**config.mk**
```make
export PLATFORM = sky130hd
export DESIGN_NAME = seg_scan_decoder
export DESIGN_NICKNAME = d
export VERILOG_FILES = /design/src/rtl/seg_scan_decoder.sv
export SDC_FILE = /design/constraint.sdc
export NUM_CORES = 1
export LEC_CHECK = 0
export CAP_MARGIN = 20
export CORE_MARGIN = 2
export CORE_UTILIZATION = 55
export DETAILED_ROUTE_END_ITERATION = 6
export PLACE_DENSITY = 0.8
export RECOVER_POWER = 25
export SLEW_MARGIN = 15
export SYNTH_ARGS = -nofsm -noshare
export SYNTH_HDL_FRONTEND = slang
export SYNTH_SLANG_ARGS = --single-unit
```
**constraint.sdc**
```tcl
create_clock -name clk -period 5.7 [get_ports clk]
set_input_delay 1.14 -clock clk [delete_from_list [all_inputs] [get_ports clk]]
set_output_delay 1.14 -clock clk [all_outputs]
set_load 0.01 [all_outputs]
```
**src/rtl/seg_scan_decoder.sv**
```systemverilog
// seg_scan_decoder: watches the multiplexed 7-segment seg/an lines, captures
// each digit once it has dwelt long enough, and converts a complete 8-digit
// frame from segment patterns to a saturated 14-bit binary value.
module seg_scan_decoder #(
   parameter int unsigned SETTLE     = 4,
   parameter int unsigned NUM_DIGITS = 8
) (
   input  logic                  clk,
   input  logic                  reset,
   input  logic [6:0]            seg,
   input  logic [NUM_DIGITS-1:0] an,
   output logic [13:0]           value,
   output logic                  value_valid,
   output logic                  frame_err,
   output logic                  busy
);

   typedef enum logic [1:0] {IDLE = 2'd0, CONV = 2'd1, DONE = 2'd2} state_t;

   localparam logic [7:0]  SETTLE_C = 8'(SETTLE);
   localparam logic [17:0] MAX_VAL  = 18'd16383;

   // Segment pattern decode, returns {valid, blank, digit[3:0]}
   function automatic logic [5:0] decode_seg(input logic [6:0] pat);
      logic [5:0] r;
      case (pat)
         7'h40:   r = {2'b10, 4'd0};
         7'h79:   r = {2'b10, 4'd1};
         7'h24:   r = {2'b10, 4'd2};
         7'h30:   r = {2'b10, 4'd3};
         7'h19:   r = {2'b10, 4'd4};
         7'h12:   r = {2'b10, 4'd5};
         7'h02:   r = {2'b10, 4'd6};
         7'h78:   r = {2'b10, 4'd7};
         7'h00:   r = {2'b10, 4'd8};
         7'h10:   r = {2'b10, 4'd9};
         7'h7F:   r = {2'b01, 4'd0};
         default: r = {2'b00, 4'd0};
      endcase
      return r;
   endfunction

   // Returns {exactly_one_low, index_of_low_bit} for an active-low anode word
   function automatic logic [3:0] low_index(input logic [NUM_DIGITS-1:0] a);
      logic [3:0] zeros;
      logic [2:0] idx;
      zeros = 4'd0;
      idx   = 3'd0;
      for (int i = 0; i < NUM_DIGITS; i++) begin
         if (!a[i]) begin
            zeros = zeros + 4'd1;
            idx   = 3'(i);
         end else begin
            zeros = zeros;
         end
      end
      return {(zeros == 4'd1), idx};
   endfunction

   logic [6:0]                  seg_q_r;
   logic [NUM_DIGITS-1:0]       an_q_r;
   logic [NUM_DIGITS+6:0]       prev_r;
   logic [7:0]                  cnt_r;
   logic                        captured_r;
   logic [NUM_DIGITS-1:0][6:0]  slot_r;
   logic [NUM_DIGITS-1:0][6:0]  conv_r;
   logic [NUM_DIGITS-1:0]       seen_r;
   state_t                      state_r, state_s;
   logic [16:0]                 acc_r, acc_s;
   logic                        err_r, err_s, ovf_r, ovf_s, nb_r, nb_s;
   logic [2:0]                  k_r, k_s;
   logic [13:0]                 value_r, value_s;
   logic                        valid_r, valid_s, ferr_r, ferr_s, busy_r, busy_s;

   logic [NUM_DIGITS+6:0]       sample_s;
   logic                        change_s, capture_s, snapshot_s;
   logic [3:0]                  low_s;
   logic [NUM_DIGITS-1:0]       cap_mask_s;
   logic [5:0]                  dec_s;
   logic [17:0]                 acc18_s, sum_s;

   // Compare the current registered sample with the previous one and qualify a capture
   always_comb begin
      sample_s   = {an_q_r, seg_q_r};
      change_s   = (sample_s != prev_r);
      low_s      = low_index(prev_r[NUM_DIGITS+6:7]);
      capture_s  = (cnt_r == SETTLE_C) && !captured_r && low_s[3];
      if (capture_s) begin
         cap_mask_s = NUM_DIGITS'(1) << low_s[2:0];
      end else begin
         cap_mask_s = '0;
      end
   end

   // Input sampling register
   always_ff @(posedge clk) begin
      if (reset) begin
         seg_q_r <= 7'd0;
         an_q_r  <= '0;
      end else begin
         seg_q_r <= seg;
         an_q_r  <= an;
      end
   end

   // Dwell counter: saturates at SETTLE on a stable sample, restarts on any change
   always_ff @(posedge clk) begin
      if (reset) begin
         prev_r     <= '0;
         cnt_r      <= 8'd0;
         captured_r <= 1'b0;
      end else begin
         prev_r <= sample_s;
         if (change_s) begin
            cnt_r      <= 8'd1;
            captured_r <= 1'b0;
         end else begin
            if (cnt_r < SETTLE_C) begin
               cnt_r <= cnt_r + 8'd1;
            end
            captured_r <= captured_r | capture_s;
         end
      end
   end

   // Digit slots, seen mask and conversion snapshot; a capture in the snapshot cycle starts the next frame
   always_ff @(posedge clk) begin
      if (reset) begin
         slot_r <= '0;
         conv_r <= '0;
         seen_r <= '0;
      end else begin
         if (capture_s) begin
            slot_r[low_s[2:0]] <= prev_r[6:0];
         end
         if (snapshot_s) begin
            conv_r <= slot_r;
            seen_r <= cap_mask_s;
         end else begin
            seen_r <= seen_r | cap_mask_s;
         end
      end
   end

   // Conversion FSM: next state, accumulator update and output values
   always_comb begin
      state_s    = state_r;
      acc_s      = acc_r;
      err_s      = err_r;
      ovf_s      = ovf_r;
      nb_s       = nb_r;
      k_s        = k_r;
      value_s    = value_r;
      valid_s    = 1'b0;
      ferr_s     = ferr_r;
      busy_s     = busy_r;
      snapshot_s = 1'b0;
      dec_s      = decode_seg(conv_r[k_r]);
      acc18_s    = {1'b0, acc_r};
      // Kept one bit wider than the accumulator so that 16383*10+9 cannot wrap
      sum_s      = (acc18_s << 3) + (acc18_s << 1) + {14'd0, dec_s[3:0]};
      case (state_r)
         IDLE: begin
            if (seen_r == '1) begin
               snapshot_s = 1'b1;
               acc_s      = 17'd0;
               err_s      = 1'b0;
               ovf_s      = 1'b0;
               nb_s       = 1'b0;
               k_s        = 3'(NUM_DIGITS - 1);
               busy_s     = 1'b1;
               state_s    = CONV;
            end else begin
               state_s = IDLE;
            end
         end
         CONV: begin
            if (dec_s[4]) begin
               // Blank: only leading blanks are legal
               if (nb_r) begin
                  err_s = 1'b1;
               end else begin
                  err_s = err_r;
               end
            end else begin
               nb_s = 1'b1;
               if (!dec_s[5]) begin
                  err_s = 1'b1;
               end else begin
                  err_s = err_r;
               end
               if (sum_s > MAX_VAL) begin
                  ovf_s = 1'b1;
                  acc_s = MAX_VAL[16:0];
               end else begin
                  acc_s = sum_s[16:0];
               end
            end
            if (k_r == 3'd0) begin
               state_s = DONE;
            end else begin
               k_s = k_r - 3'd1;
            end
         end
         DONE: begin
            value_s = acc_r[13:0];
            ferr_s  = err_r | ovf_r;
            valid_s = 1'b1;
            busy_s  = 1'b0;
            state_s = IDLE;
         end
         default: begin
            state_s = IDLE;
         end
      endcase
   end

   // FSM state, datapath and registered outputs
   always_ff @(posedge clk) begin
      if (reset) begin
         state_r <= IDLE;
         acc_r   <= 17'd0;
         err_r   <= 1'b0;
         ovf_r   <= 1'b0;
         nb_r    <= 1'b0;
         k_r     <= 3'd0;
         value_r <= 14'd0;
         valid_r <= 1'b0;
         ferr_r  <= 1'b0;
         busy_r  <= 1'b0;
      end else begin
         state_r <= state_s;
         acc_r   <= acc_s;
         err_r   <= err_s;
         ovf_r   <= ovf_s;
         nb_r    <= nb_s;
         k_r     <= k_s;
         value_r <= value_s;
         valid_r <= valid_s;
         ferr_r  <= ferr_s;
         busy_r  <= busy_s;
      end
   end

   assign value       = value_r;
   assign value_valid = valid_r;
   assign frame_err   = ferr_r;
   assign busy        = busy_r;

endmodule

```
---- After elaboration in Yosys (flattened, before gate mapping) ----
Cells that the tools add are included.
word-level totals
  output and inout bits ................... 17
  word-level logic and storage cells ...... 142
  bits of input ports ..................... 17
  register bits ........................... 201
cells by class
  reductions and logical operators ........ 16
  shifts and indexed selects .............. 1
  equality and inequality tests ........... 23
  add/sub/neg operators ................... 11
  mux-type cells .......................... 50
  bitwise logic cells ..................... 3
  $lt $le $gt $ge ......................... 5
operators with widths
  operator                                                                           count
  6-bit one-hot mux with 11 select lines                                             1
  56-bit bitwise mux                                                                 1
  17-bit 2-to-1 mux                                                                  3
  17-bit one-hot mux with 2 select lines                                             1
  4-bit by 1-bit adder with 4-bit output, second input constant                      7
  7-bit equality test, second input constant                                         4
  4-bit 2-to-1 mux                                                                   7
  7-bit binary-select mux with 3-bit select                                          1
  7-bit demux with 3-bit select                                                      1
  7-bit by 5-bit equality test with 1-bit output, second input constant              3
  3-bit 2-to-1 mux                                                                   7
  18-bit adder                                                                       1
  18-bit by 4-bit adder with 18-bit output                                           1
  18-bit by 14-bit greater-than comparator with 1-bit output, second input constant  1
  1-bit 2-to-1 mux                                                                   16
  8-bit 2-to-1 mux                                                                   2
  15-bit != test                                                                     1
  7-bit by 6-bit equality test with 1-bit output, second input constant              2
  7-bit 2-to-1 mux                                                                   2
  2-bit != test, second input constant                                               5
  8-bit by 1-bit adder with 8-bit output, second input constant                      1
  8-bit by 3-bit equality test with 1-bit output, second input constant              1
  8-bit equality test, second input constant                                         1
  3-bit by 4-bit < comparator with 1-bit output, second input constant               2
  25 further kinds                                                                   37

---- Depth between registers and ports, before layout ----
Gate-level depths: netlist (run 1).
  word-level depth ........................ 20
  depth in mapped cells ................... 25
  gate-level depth less buffers ........... 24

---- Worst setup path after synthesis (run 1) ----
Ideal clock, no wire load.
  path type ............................... reg2reg
  start ................................... register k_r[1]
  end ..................................... register acc_r[0]
  stages on the path, launching flop included .. 20
  data arrival time ....................... 5260 ps
  data required time ...................... 5565 ps
  setup slack ............................. 305 ps
  path buffers ............................ 3
  clock period less this slack ............ 5395 ps
  setup time .............................. 135 ps
  cells stage by stage .................... dfxtp_1 clkbuf_1 buf_1 mux4_2 mux2i_1 nand2_1 nor2_1 nand3_1 fa_1 inv_1 fa_1 a211oi_1 o211ai_1 o211a_1 nor3_1 a211o_1 or4b_2 clkbuf_1 inv_1 a31oi_1
between the ends
  word-level cells in the longest chain between the ends .. 9
  elaborated cells on any way between the ends .. 21
  classes of those cells .................. add/sub (1); order compare (1); eq/ne (11); mux (6); reduce/logical (2)
ends and longest elaborated chain
  item                                                        line  RTL
  start: declaration                                          71    logic [2:0] k_r, k_s;
  start signal: assignment                                    237   k_r <= k_s;
  7-bit binary-select mux with 3-bit select (*)               158   dec_s = decode_seg(conv_r[k_r]);
  7-bit 2-to-1 mux (implied by the code) (*)                  158
  7-bit equality test (tied with other cells)                 26    case (pat)
  6-bit one-hot mux with 11 select lines (*)                  26
  18-bit by 4-bit adder with 18-bit output                    161   sum_s = (acc18_s << 3) + (acc18_s << 1) + {14'd0, dec_s[3:0]};
  18-bit by 14-bit greater-than comparator with 1-bit output  192   if (sum_s > MAX_VAL) begin
  17-bit 2-to-1 mux                                           192
  17-bit 2-to-1 mux                                           178   if (dec_s[4]) begin
  17-bit one-hot mux with 2 select lines                      162   case (state_r)
  end signal: assignment                                      233   acc_r <= acc_s;
  end: declaration                                            69    logic [16:0] acc_r, acc_s;
Every way passes the cells marked *; elsewhere a longest branch is shown, timed or not. The select of a mux whose other input is x is not followed.
A chain may end at the register's enable or synchronous reset.

---- Final worst setup path (run 1) ----
  start ................................... register prev_r[7]
  end ..................................... register slot_r[14] (netlist name)
between the ends
  word-level cells in the longest chain between the ends .. 17
ends and longest elaborated chain
  item                                                line  RTL
  start: declaration                                  62    logic [NUM_DIGITS+6:0] prev_r;
  start signal: assignment                            113   prev_r <= sample_s;
  1-bit 2-to-1 mux (*)                                50    if (!a[i]) begin
  4-bit by 1-bit adder with 4-bit output              51    zeros = zeros + 4'd1;
  4-bit 2-to-1 mux (*)                                50
  4-bit by 1-bit adder with 4-bit output              51
  4-bit 2-to-1 mux (*)                                50
  4-bit by 1-bit adder with 4-bit output              51
  4-bit 2-to-1 mux (*)                                50
  4-bit by 1-bit adder with 4-bit output              51
  4-bit 2-to-1 mux (*)                                50
  4-bit by 1-bit adder with 4-bit output              51
  4-bit 2-to-1 mux (*)                                50
  4-bit by 1-bit adder with 4-bit output              51
  4-bit 2-to-1 mux (*)                                50
  4-bit by 1-bit adder with 4-bit output              51
  4-bit 2-to-1 mux (*)                                50
  4-bit by 1-bit equality test with 1-bit output (*)  57    return {(zeros == 4'd1), idx};
  1-bit logical AND (*)                               87    capture_s = (cnt_r == SETTLE_C) && !captured_r && low_s[3];
  end signal: indexed assignment                      134   slot_r[low_s[2:0]] <= prev_r[6:0];
  end: declaration                                    65    logic [NUM_DIGITS-1:0][6:0] slot_r;
Every way passes the cells marked *; elsewhere a longest branch is shown, timed or not.

==> reports/qor.yml, run 1 <==
multi_input_comb_area_um2: 5090
critPathMaxFanout: 8
hold_viol: 0
min_period_ns: 5.36
layout.cells.most_common_list: "201 x sky130_fd_sc_hd__dfxtp_1, 186 x sky130_fd_sc_hd__nand2_1, 96 x sky130_fd_sc_hd__a21oi_1"
clkSinkCount: 201
path_clk_slew_ns: 0.06
floorplan.die.height_um: 135
io_buffers: 33
first_global_vias: 6828
synth_cells: 1050
mappedNetlistNets: 1110
clock-skew-final_ns: 0.0110
holdBufCountCts: 0
max-clock-path-buffers: 3
final_layout_size_suffix_gt1_share_pct: 8.04
clk_latency_ns: 0.49
startpoint_type: "register"
die-width_um: 135
dpl.hpwl_um: 13400
power-per-cell-area_nw_per_um2: 294
r2r_start: "prev_r[7]"
worstPathArrival_ns: 5.71
synthDistinctLibCells: 60
endpoint_kind: "register"
upper_clock_frequency_limit_mhz: 187
synth_area_um2: 9420
ys.flop_type: "sky130_fd_sc_hd__dfxtp_1"
synth_seq_area_share_pct: 42.7
setup.worst_path.start: "prev_r[7]"
final_core_util_pct: 63.9
layout.cells.most_common: "sky130_fd_sc_hd__dfxtp_1"
drt_first_iter_violations: 482
floorplan.die_area_um2: 18200
class_of_the_most_critical_setup_path: "reg2reg"
tritoncts: "built"
status: "complete, but fails checks"
setup_viol: 0
postSynthRegisterBits: 201
per_instance_average_area_after_synthesis_um2: 8.98
post_drt_via_cell_ratio: 5.68
groute.usage.overall_pct: 21.8
hold_slack_ns: 0.451
core-area_um2: 16600
fill_cells: 1401
timing_worst_slew_pin_value_ns: 2.74
cts_post_setup_buffers_inserted: 0
detailroute.via_count: 7327
cts_resized: 0
number_of_antenna_cells_inserted: 0
ios: 34
htree_num_levels: 1
postRouteAntennaNets: 0
synth_enable_flop_cells: 0
power.leakage_nw: 4.10
overflow: 0
vdd.ir_drop.worst_mv: 0.219
maxCapViolations: 1
min-delay-path-class: "reg2reg"
layout.nets: 1117
wl_per_cell_um: 15.1
largest_net_degree_at_the_start_of_global_routing: 95
syn2layout_area_growth_pct: 12.9
drt-pass1-iter-count: 5
required_ns: 6.05
grt_antenna_before_repair: 0
finalCritPeriodShare_pct: 94.0
slew_headroom_pct: -82.5
place_congestion: 0.867
seqCellArea_um2: 4020
remaining_drc_errors: 0
num_rows: 47
root_buffer: "sky130_fd_sc_hd__clkbuf_16"
grt_pass1_wl_um: 32700
drt-total-wl_um: 19500
cts_inserted_buffers: 21
synth.yosys.warnings: 0
min_from: "slot_r[47]"
async_reset_ff_share_pct: 0
initial_core_util_pct: 56.6
failed_checks: "max-capacitance violations, max-slew violations"
slew_violations: 59
==> state kept, by name (all words and copies together), names as in the netlist <==
signal	cells
seg_q_r	7
ovf_r	1
acc_r	17
captured_r	1
value	14
nb_r	1
k_r	3
value_valid	1
state_r	2
an_q_r	8
seen_r	8
cnt_r	8
frame_err	1
conv_r	56
prev_r	15
busy	1
err_r	1
slot_r	56
==> layout make-up <==
type,instances,share of cell area (%)
Timing Repair Buffer,47,4.10
Inverter,21,0.741
Multi-Input combinational cell,765,47.8
Tap cell,220,2.59
Clock buffer,29,5.60
Clock inverter,7,1.33
Sequential cell,201,37.8
==> logic make-up (layout without fill, tap and decap cells) <==
kind of cell,Yosys count,count (layout),synth area share (%)
xor+xnor,35,35,3.89
flops,201,201,42.7
fa+ha+maj,43,43,5.87
mux,58,58,8.20
simple gates,413,413,21.4
compound gates,216,216,14.2
buf+inv,84,104,3.73
==> worst paths after layout <==
| path | to | slack, ns | depth (start not counted) |
|---|---|---|---|
| setup / recovery | slot_r[14] | 0.34 | 23 |
| hold / removal | conv_r[47] | 0.45 | 2 |
| setup reg to reg | slot_r[14] | 0.34 | 23 |
| hold reg to reg | conv_r[47] | 0.45 | 2 |
==> per-stage QoR <==
stage          setup TNS (ns)  power [mW]  area, um^2  std cells  worst slack [ns]
2_1_floorplan               0        1.66        9420       1050             0.305
3_3_place_gp                0        1.69        9840       1251             0.383
3_5_place_dp                0        1.70        9860       1252             0.158
4_1_cts                     0        3.14       10600       1288            0.0802
5_1_grt              -0.00866        3.23       10600       1290          -0.00866
6_report                    0        3.13       10600       1290             0.343
==> where the power goes <==
part,switching (mW),internal (mW)
Clock,0.539,0.910
Sequential,0.0137,1.42
Combinational,0.137,0.115
Total,0.690,2.44
==> metal layers <==
layer / global-route usage, % / vias to the layer above / routed length (um)
met4: 7.95 / 0 / 523
met3: 2.85 / 44 / 893
met5: 0 / - / 0
met2: 36.9 / 158 / 9420
met1: 28.7 / 3480 / 8660
li1: - / 3645 / -
==> critical path, stage by stage (launching register included) <==
cell and delay, ns:
sky130_fd_sc_hd__dfxtp_1 0.37, sky130_fd_sc_hd__inv_1 0.06, sky130_fd_sc_hd__ha_1 0.35, sky130_fd_sc_hd__xnor2_1 0.16, sky130_fd_sc_hd__ha_1 0.33, sky130_fd_sc_hd__nor2b_1 0.17, sky130_fd_sc_hd__a21o_1 0.17, sky130_fd_sc_hd__ha_1 0.28
sky130_fd_sc_hd__nor2b_1 0.17, sky130_fd_sc_hd__a21oi_2 0.19, sky130_fd_sc_hd__nand2_1 0.08, sky130_fd_sc_hd__ha_1 0.31, sky130_fd_sc_hd__nor2_1 0.05, sky130_fd_sc_hd__a31oi_2 0.22, sky130_fd_sc_hd__ha_1 0.28, sky130_fd_sc_hd__mux2i_2 0.22
sky130_fd_sc_hd__inv_1 0.07, sky130_fd_sc_hd__ha_1 0.32, sky130_fd_sc_hd__a2111oi_4 0.39, sky130_fd_sc_hd__a31oi_2 0.14, sky130_fd_sc_hd__nor4b_2 0.34, sky130_fd_sc_hd__buf_4 0.25, sky130_fd_sc_hd__mux2i_1 0.24, sky130_fd_sc_hd__nor2_1 0.05
==> Yosys cell counts, drive strengths merged, types with 4 or more instances <==
| cell type | instances | area, um^2 |
|---|---|---|
| ha | 41 | 513 |
| xnor2 | 25 | 238 |
| and3 | 5 | 31.3 |
| nand4 | 8 | 50.1 |
| o21a | 8 | 60.1 |
| a2111oi | 4 | 97.6 |
| nor3 | 15 | 75.1 |
| dfxtp | 201 | 4020 |
| mux4 | 15 | 338 |
| nand2b | 44 | 283 |
| o31ai | 4 | 30.0 |
| o211ai | 4 | 43.8 |
| xor2 | 7 | 61.3 |
| nand3 | 13 | 65.1 |
| buf | 14 | 88.8 |
| clkbuf | 49 | 184 |
| a21o | 8 | 60.1 |
| inv | 21 | 78.8 |
| mux2i | 42 | 420 |
| nand3b | 22 | 165 |
| o21ai | 50 | 250 |
| nor2b | 40 | 250 |
| nand2 | 187 | 702 |
| and2 | 9 | 56.3 |
| a21oi | 97 | 485 |
| nor2 | 51 | 191 |
| a31oi | 12 | 81.3 |
| a211oi | 12 | 90.1 |
Note: power is estimated with default switching activity, not from simulation.
==> inputs of run 2 (changes only) <==
--- a/config.mk
+++ b/config.mk
@@ -8,10 +8,11 @@
 export CAP_MARGIN = 20
 export CORE_MARGIN = 2
 export CORE_UTILIZATION = 55
+export CTS_CLUSTER_DIAMETER = 30
 export DETAILED_ROUTE_END_ITERATION = 6
 export PLACE_DENSITY = 0.8
 export RECOVER_POWER = 25
-export SLEW_MARGIN = 15
+export SLEW_MARGIN = 20
 export SYNTH_ARGS = -nofsm -noshare
 export SYNTH_HDL_FRONTEND = slang
 export SYNTH_SLANG_ARGS = --single-unit
==> reports/qor.yml, run 2 (synthesis gave the netlist of run 1 again) <==
max_stage_delay_ns: 0.69
num_rows: 47
min_from: "slot_r[47]"
final_layout_size_suffix_gt1_share_pct: 10.3
grt_antenna_before_repair: 0
clk_latency_ns: 0.51
cts_post_setup_buffers_inserted: 0
tritoncts: "built"
timing_worst_slew_pin_value_ns: 2.63
finalCritPeriodShare_pct: 94.5
place_congestion: 0.867
detailroute.via_count: 7418
final.setup.tns_ns: 0
r2r_start: "prev_r[7]"
endpoint_kind: "register"
maxCapViolations: 1
slew_violations: 59
cts_inserted_buffers: 36
drt-total-wl_um: 20300
layout.cells.most_common: "sky130_fd_sc_hd__dfxtp_1"
ff2ff_setup_slack_ns: 0.31
kind_of_cell_adding_the_most_delay_to_the_critical_path: "adder cells"
wl_per_cell_um: 15.5
worst_path_max_delay_cell: "sky130_fd_sc_hd__or4_4"
critical_path.n_buffers_inverters: 2
min_period_ns: 5.39
initial_core_util_pct: 56.6
timing.reg2reg.worst_path_depth: 22
power-per-cell-area_nw_per_um2: 350
final-instance-count-excl-fill: 1316
post_drt_via_cell_ratio: 5.64
drt_first_iter_violations: 432
required_ns: 6.09
power.leakage_nw: 4.34
drt-pass1-iter-count: 5
min-delay-path-class: "reg2reg"
grt_pass1_wl_um: 33900
whs_path_cells: 2
clock-skew-final_ns: 0.0295
first_global_vias: 7134
layout.nets: 1130
overflow: 0
crit_path_top_cell_by_count: "sky130_fd_sc_hd__ha_1"
critPathMaxFanout: 15
worstPathArrival_ns: 5.77
worst_hold_path_ep: "conv_r[47]"
layout.cells.most_common_list: "201 x sky130_fd_sc_hd__dfxtp_1, 186 x sky130_fd_sc_hd__nand2_1, 97 x sky130_fd_sc_hd__a21oi_1"
vdd.ir_drop.worst_mv: 0.305
groute.usage.overall_pct: 22.8
path_clk_slew_ns: 0.06
status: "complete, but fails checks"
root_buffer: "sky130_fd_sc_hd__clkbuf_16"
postRouteAntennaNets: 0
largest_net_degree_at_the_start_of_global_routing: 95
clkSinkCount: 201
startpoint_type: "register"
dpl.hpwl_um: 13300
max-clock-path-buffers: 3
floorplan.die.height_um: 135
dp_cells: 1251
slew_headroom_pct: -75.4
io_buffers: 33
number_of_antenna_cells_inserted: 0
upper_clock_frequency_limit_mhz: 186
final_core_util_pct: 67.0
ios: 34
setup_viol: 0
hold_viol: 0
reg_top3: "conv_r: 56 flops, slot_r: 56 flops, acc_r: 17 flops"
class_of_the_most_critical_setup_path: "reg2reg"
remaining_drc_errors: 0
syn2layout_area_growth_pct: 18.3
floorplan.die_area_um2: 18200
die-width_um: 135
timing.rr.end: "slot_r[8]"
htree_num_levels: 2
core-area_um2: 16600
worstPathCellList: "inv_1, ha_1, xnor2_1, ha_1, nor2b_1, a21o_1, ha_1, nor2b_1, a21oi_1, nand2_1, ha_1, nor2_1, a31oi_2, ha_1, mux2i_2, inv_1, ha_1, a2111oi_4, a31oi_2, or4_4, nand3b_1, o21ai_0"
failed_checks: "max-capacitance violations, max-slew violations"
-- run 2: power by group --
| part | internal [mW] | switching [mW] | total [mW] |
|---|---|---|---|
| Clock | 1.47 | 0.754 | 2.22 |
| Sequential | 1.42 | 0.0138 | 1.43 |
| Combinational | 0.114 | 0.136 | 0.251 |
| Total | 3.00 | 0.904 | 3.90 |
-- run 2: area by class of cell --
type | instances | area (um^2)
Clock buffer | 39 | 922
Clock inverter | 25 | 344
Fill cell | 1274 | 5500
Inverter | 21 | 78.8
Multi-Input combinational cell | 765 | 5080
Sequential cell | 201 | 4020
Tap cell | 220 | 275
Timing Repair Buffer | 45 | 418
-- run 2: worst max-delay path by stage --
stage | from | end | cells past startpoint
6_report | prev_r[7] | slot_r[8] | 22
3_5_place_dp | prev_r[7] | slot_r[8] | 22
4_1_cts | prev_r[7] | slot_r[23] | 22
2_1_floorplan | k_r[1] | acc_r[0] | 19
3_3_place_gp | prev_r[7] | slot_r[9] | 23
5_1_grt | prev_r[7] | slot_r[18] | 24
-- run 2: timing repair --
action / 4_1_cts / 5_1_grt
hold buffers: 0 / 0
endpoints found under the setup margin: 0 / 32
resized for setup: 0 / 6
-- run 2: routing by layer --
metal	vias up	global-route usage, %	share of wire (%)
met5	-	0	0
met4	0	9.71	3.1
met3	54	3.90	4.3
met2	162	38.6	49
met1	3523	28.8	44
li1	3679	-	-
-- run 2: worst reg2reg max path: stages, from the launching register on --
cell and delay, ns:
sky130_fd_sc_hd__dfxtp_1 0.38, sky130_fd_sc_hd__inv_1 0.06, sky130_fd_sc_hd__ha_1 0.36, sky130_fd_sc_hd__xnor2_1 0.16, sky130_fd_sc_hd__ha_1 0.33, sky130_fd_sc_hd__nor2b_1 0.15, sky130_fd_sc_hd__a21o_1 0.17, sky130_fd_sc_hd__ha_1 0.28
sky130_fd_sc_hd__nor2b_1 0.16, sky130_fd_sc_hd__a21oi_1 0.22, sky130_fd_sc_hd__nand2_1 0.09, sky130_fd_sc_hd__ha_1 0.31, sky130_fd_sc_hd__nor2_1 0.06, sky130_fd_sc_hd__a31oi_2 0.22, sky130_fd_sc_hd__ha_1 0.28, sky130_fd_sc_hd__mux2i_2 0.22
sky130_fd_sc_hd__inv_1 0.07, sky130_fd_sc_hd__ha_1 0.32, sky130_fd_sc_hd__a2111oi_4 0.39, sky130_fd_sc_hd__a31oi_2 0.14, sky130_fd_sc_hd__or4_4 0.69, sky130_fd_sc_hd__nand3b_1 0.12, sky130_fd_sc_hd__o21ai_0 0.08
-- run 2: metrics by stage --
stage	hold slack [ns]	total power, mW	worst slack, ns	instance area (um^2)
2_1_floorplan	0.425	1.66	0.305	9420
3_3_place_gp	0.438	1.69	0.383	9840
3_5_place_dp	0.444	1.70	0.170	9850
4_1_cts	0.451	3.92	0.107	11100
5_1_grt	0.463	4.03	-0.00195	11100
6_report	0.449	3.90	0.313	11100
==> inputs of run 3 (changes only) <==
--- a/config.mk
+++ b/config.mk
@@ -7,10 +7,12 @@
 export LEC_CHECK = 0
 export CAP_MARGIN = 20
 export CORE_MARGIN = 2
-export CORE_UTILIZATION = 55
+export CORE_UTILIZATION = 57
+export CTS_BUF_LIST = sky130_fd_sc_hd__clkbuf_4
 export CTS_CLUSTER_DIAMETER = 30
 export DETAILED_ROUTE_END_ITERATION = 6
-export PLACE_DENSITY = 0.8
+export MAX_ROUTING_LAYER = met4
+export PLACE_DENSITY = 0.82
 export RECOVER_POWER = 25
 export SLEW_MARGIN = 20
 export SYNTH_ARGS = -nofsm -noshare
==> reports/qor.yml, run 3 (synthesis gave the netlist of run 1 again) <==
status: "complete, but fails checks"
failed_checks: "max-capacitance violations, max-slew violations"
class_of_the_most_critical_setup_path: "reg2reg"
min_period_ns: 5.35
hold_viol: 0
endpoint_kind: "register"
fill_cells: 1386
groute.usage.overall_pct: 22.7
pre_cts_ws_ns: 0.197
required_ns: 6.21
largest_net_degree_at_the_start_of_global_routing: 77
min-delay-path-class: "reg2reg"
multi_input_comb_area_um2: 5070
tritoncts: "built"
crit_path_top_cell_by_count: "sky130_fd_sc_hd__ha_1"
place_congestion: 0.904
drt-total-wl_um: 19100
postRouteAntennaNets: 0
worstPathArrival_ns: 5.86
layout.cells.most_common_list: "201 x sky130_fd_sc_hd__dfxtp_1, 185 x sky130_fd_sc_hd__nand2_1, 97 x sky130_fd_sc_hd__a21oi_1"
slew_headroom_pct: -46.0
power.leakage_nw: 4.11
worstPathCellList: "inv_1, ha_1, nand2b_1, and2_1, ha_1, nor2b_1, a21o_1, ha_1, nor2b_1, a21oi_1, nand2_1, ha_1, nor2_1, a31oi_1, ha_1, mux2i_1, inv_1, ha_1, a2111oi_4, a31oi_2, or4_4, nand3b_1, o21ai_0"
layout.nets: 1145
post_drt_via_cell_ratio: 5.55
grt_pass1_wl_um: 32200
initial_core_util_pct: 57.6
max_stage_delay_ns: 0.69
power-per-cell-area_nw_per_um2: 276
path_clk_slew_ns: 0.07
num_rows: 47
slew_violations: 110
syn2layout_area_growth_pct: 11.9
hold_slack_ns: 0.443
first_global_vias: 7000
dpl.hpwl_um: 13100
cts_inserted_buffers: 51
worst_path_max_delay_cell: "sky130_fd_sc_hd__or4_4"
die-width_um: 133
final.setup.tns_ns: 0
htree_num_levels: 2
ios: 34
drt_first_iter_violations: 568
critical_path.n_buffers_inverters: 2
timing_worst_slew_pin_value_ns: 2.19
rsz0062_at_grt: "no"
root_buffer: "sky130_fd_sc_hd__clkbuf_4"
holdBufCountCts: 0
upper_clock_frequency_limit_mhz: 187
critPathMaxFanout: 15
startpoint_type: "register"
kind_of_cell_adding_the_most_delay_to_the_critical_path: "adder cells"
final_layout_size_suffix_gt1_share_pct: 11.3
layout.cells.most_common: "sky130_fd_sc_hd__dfxtp_1"
grt_antenna_before_repair: 1
core-area_um2: 16300
wl_per_cell_um: 14.3
clkSinkCount: 201
vdd.ir_drop.worst_mv: 0.192
finalCritPeriodShare_pct: 93.9
floorplan.die.height_um: 133
overflow: 0
clock-skew-final_ns: 0.0406
fin_ws_ns: 0.346
remaining_drc_errors: 0
reg_top3: "conv_r: 56 flops, slot_r: 56 flops, acc_r: 17 flops"
setup_viol: 0
detailroute.via_count: 7423
maxCapViolations: 2
floorplan.die_area_um2: 17600
seqCellArea_um2: 4020
max-clock-path-buffers: 3
drt-pass1-iter-count: 7
clk_latency_ns: 0.65
io_buffers: 33
==> run 3: worst paths after layout <==
kind	from	endpoint	slack, ns	depth (start not counted)
setup / recovery	prev_r[7]	slot_r[4]	0.35	23
hold / removal	slot_r[20]	conv_r[20]	0.44	2
hold reg to reg	slot_r[20]	conv_r[20]	0.44	2
setup reg to reg	prev_r[7]	slot_r[4]	0.35	23
==> run 3: final cells by class <==
type	instances	share of cell area (%)
antenna	2	0.0475
clock buffer	69	4.91
clock inverter	15	1.35
inverter	21	0.748
multi-input combinational	765	48.1
sequential	201	38.2
tap	220	2.61
timing repair buffer	45	4.01
==> run 3: routing by layer <==
metal / track usage (%) / up-vias / share of wire (%)
li1: - / 3734 / -
met3: 3.72 / 36 / 4.5
met2: 37.9 / 168 / 49
met5: - / - / 0
met1: 27.8 / 3485 / 44
met4: 8.36 / 0 / 2.1
==> run 3: where the power goes <==
| group | switching [mW] | internal (mW) | total (mW) | leakage (nW) |
|---|---|---|---|---|
| Clock | 0.549 | 0.695 | 1.24 | 0.387 |
| Combinational | 0.130 | 0.110 | 0.240 | 2.10 |
| Sequential | 0.0133 | 1.41 | 1.43 | 1.63 |
==> run 3: what timing repair did <==
item / in CTS / in global routing
hold endpoints to repair: 0 / 0
setup buffers: 0 / 0
endpoints found under the setup margin: 0 / 32
resized for setup: 0 / 5
==> run 3: metrics by stage <==
stage               util [%]  cell area, um^2  total power [mW]  cells
floorplan                  -             9420              1.66   1050
global placement        60.3             9860              1.69   1252
detailed placement      60.3             9860              1.70   1252
CTS                     64.4            10500              2.94   1336
global route            64.5            10500              3.04   1338
finish                  64.5            10500              2.91   1338
==> run 3: worst register-to-register path, cell delays in order, from the launching register on <==
cell	delay, ns
sky130_fd_sc_hd__dfxtp_1	0.38
sky130_fd_sc_hd__inv_1	0.07
sky130_fd_sc_hd__ha_1	0.21
sky130_fd_sc_hd__nand2b_1	0.16
sky130_fd_sc_hd__and2_1	0.17
sky130_fd_sc_hd__ha_1	0.30
sky130_fd_sc_hd__nor2b_1	0.15
sky130_fd_sc_hd__a21o_1	0.17
sky130_fd_sc_hd__ha_1	0.28
sky130_fd_sc_hd__nor2b_1	0.16
sky130_fd_sc_hd__a21oi_1	0.22
sky130_fd_sc_hd__nand2_1	0.09
sky130_fd_sc_hd__ha_1	0.30
sky130_fd_sc_hd__nor2_1	0.05
sky130_fd_sc_hd__a31oi_1	0.21
sky130_fd_sc_hd__ha_1	0.26
sky130_fd_sc_hd__mux2i_1	0.24
sky130_fd_sc_hd__inv_1	0.07
sky130_fd_sc_hd__ha_1	0.32
sky130_fd_sc_hd__a2111oi_4	0.37
sky130_fd_sc_hd__a31oi_2	0.14
sky130_fd_sc_hd__or4_4	0.69
sky130_fd_sc_hd__nand3b_1	0.12
sky130_fd_sc_hd__o21ai_0	0.09
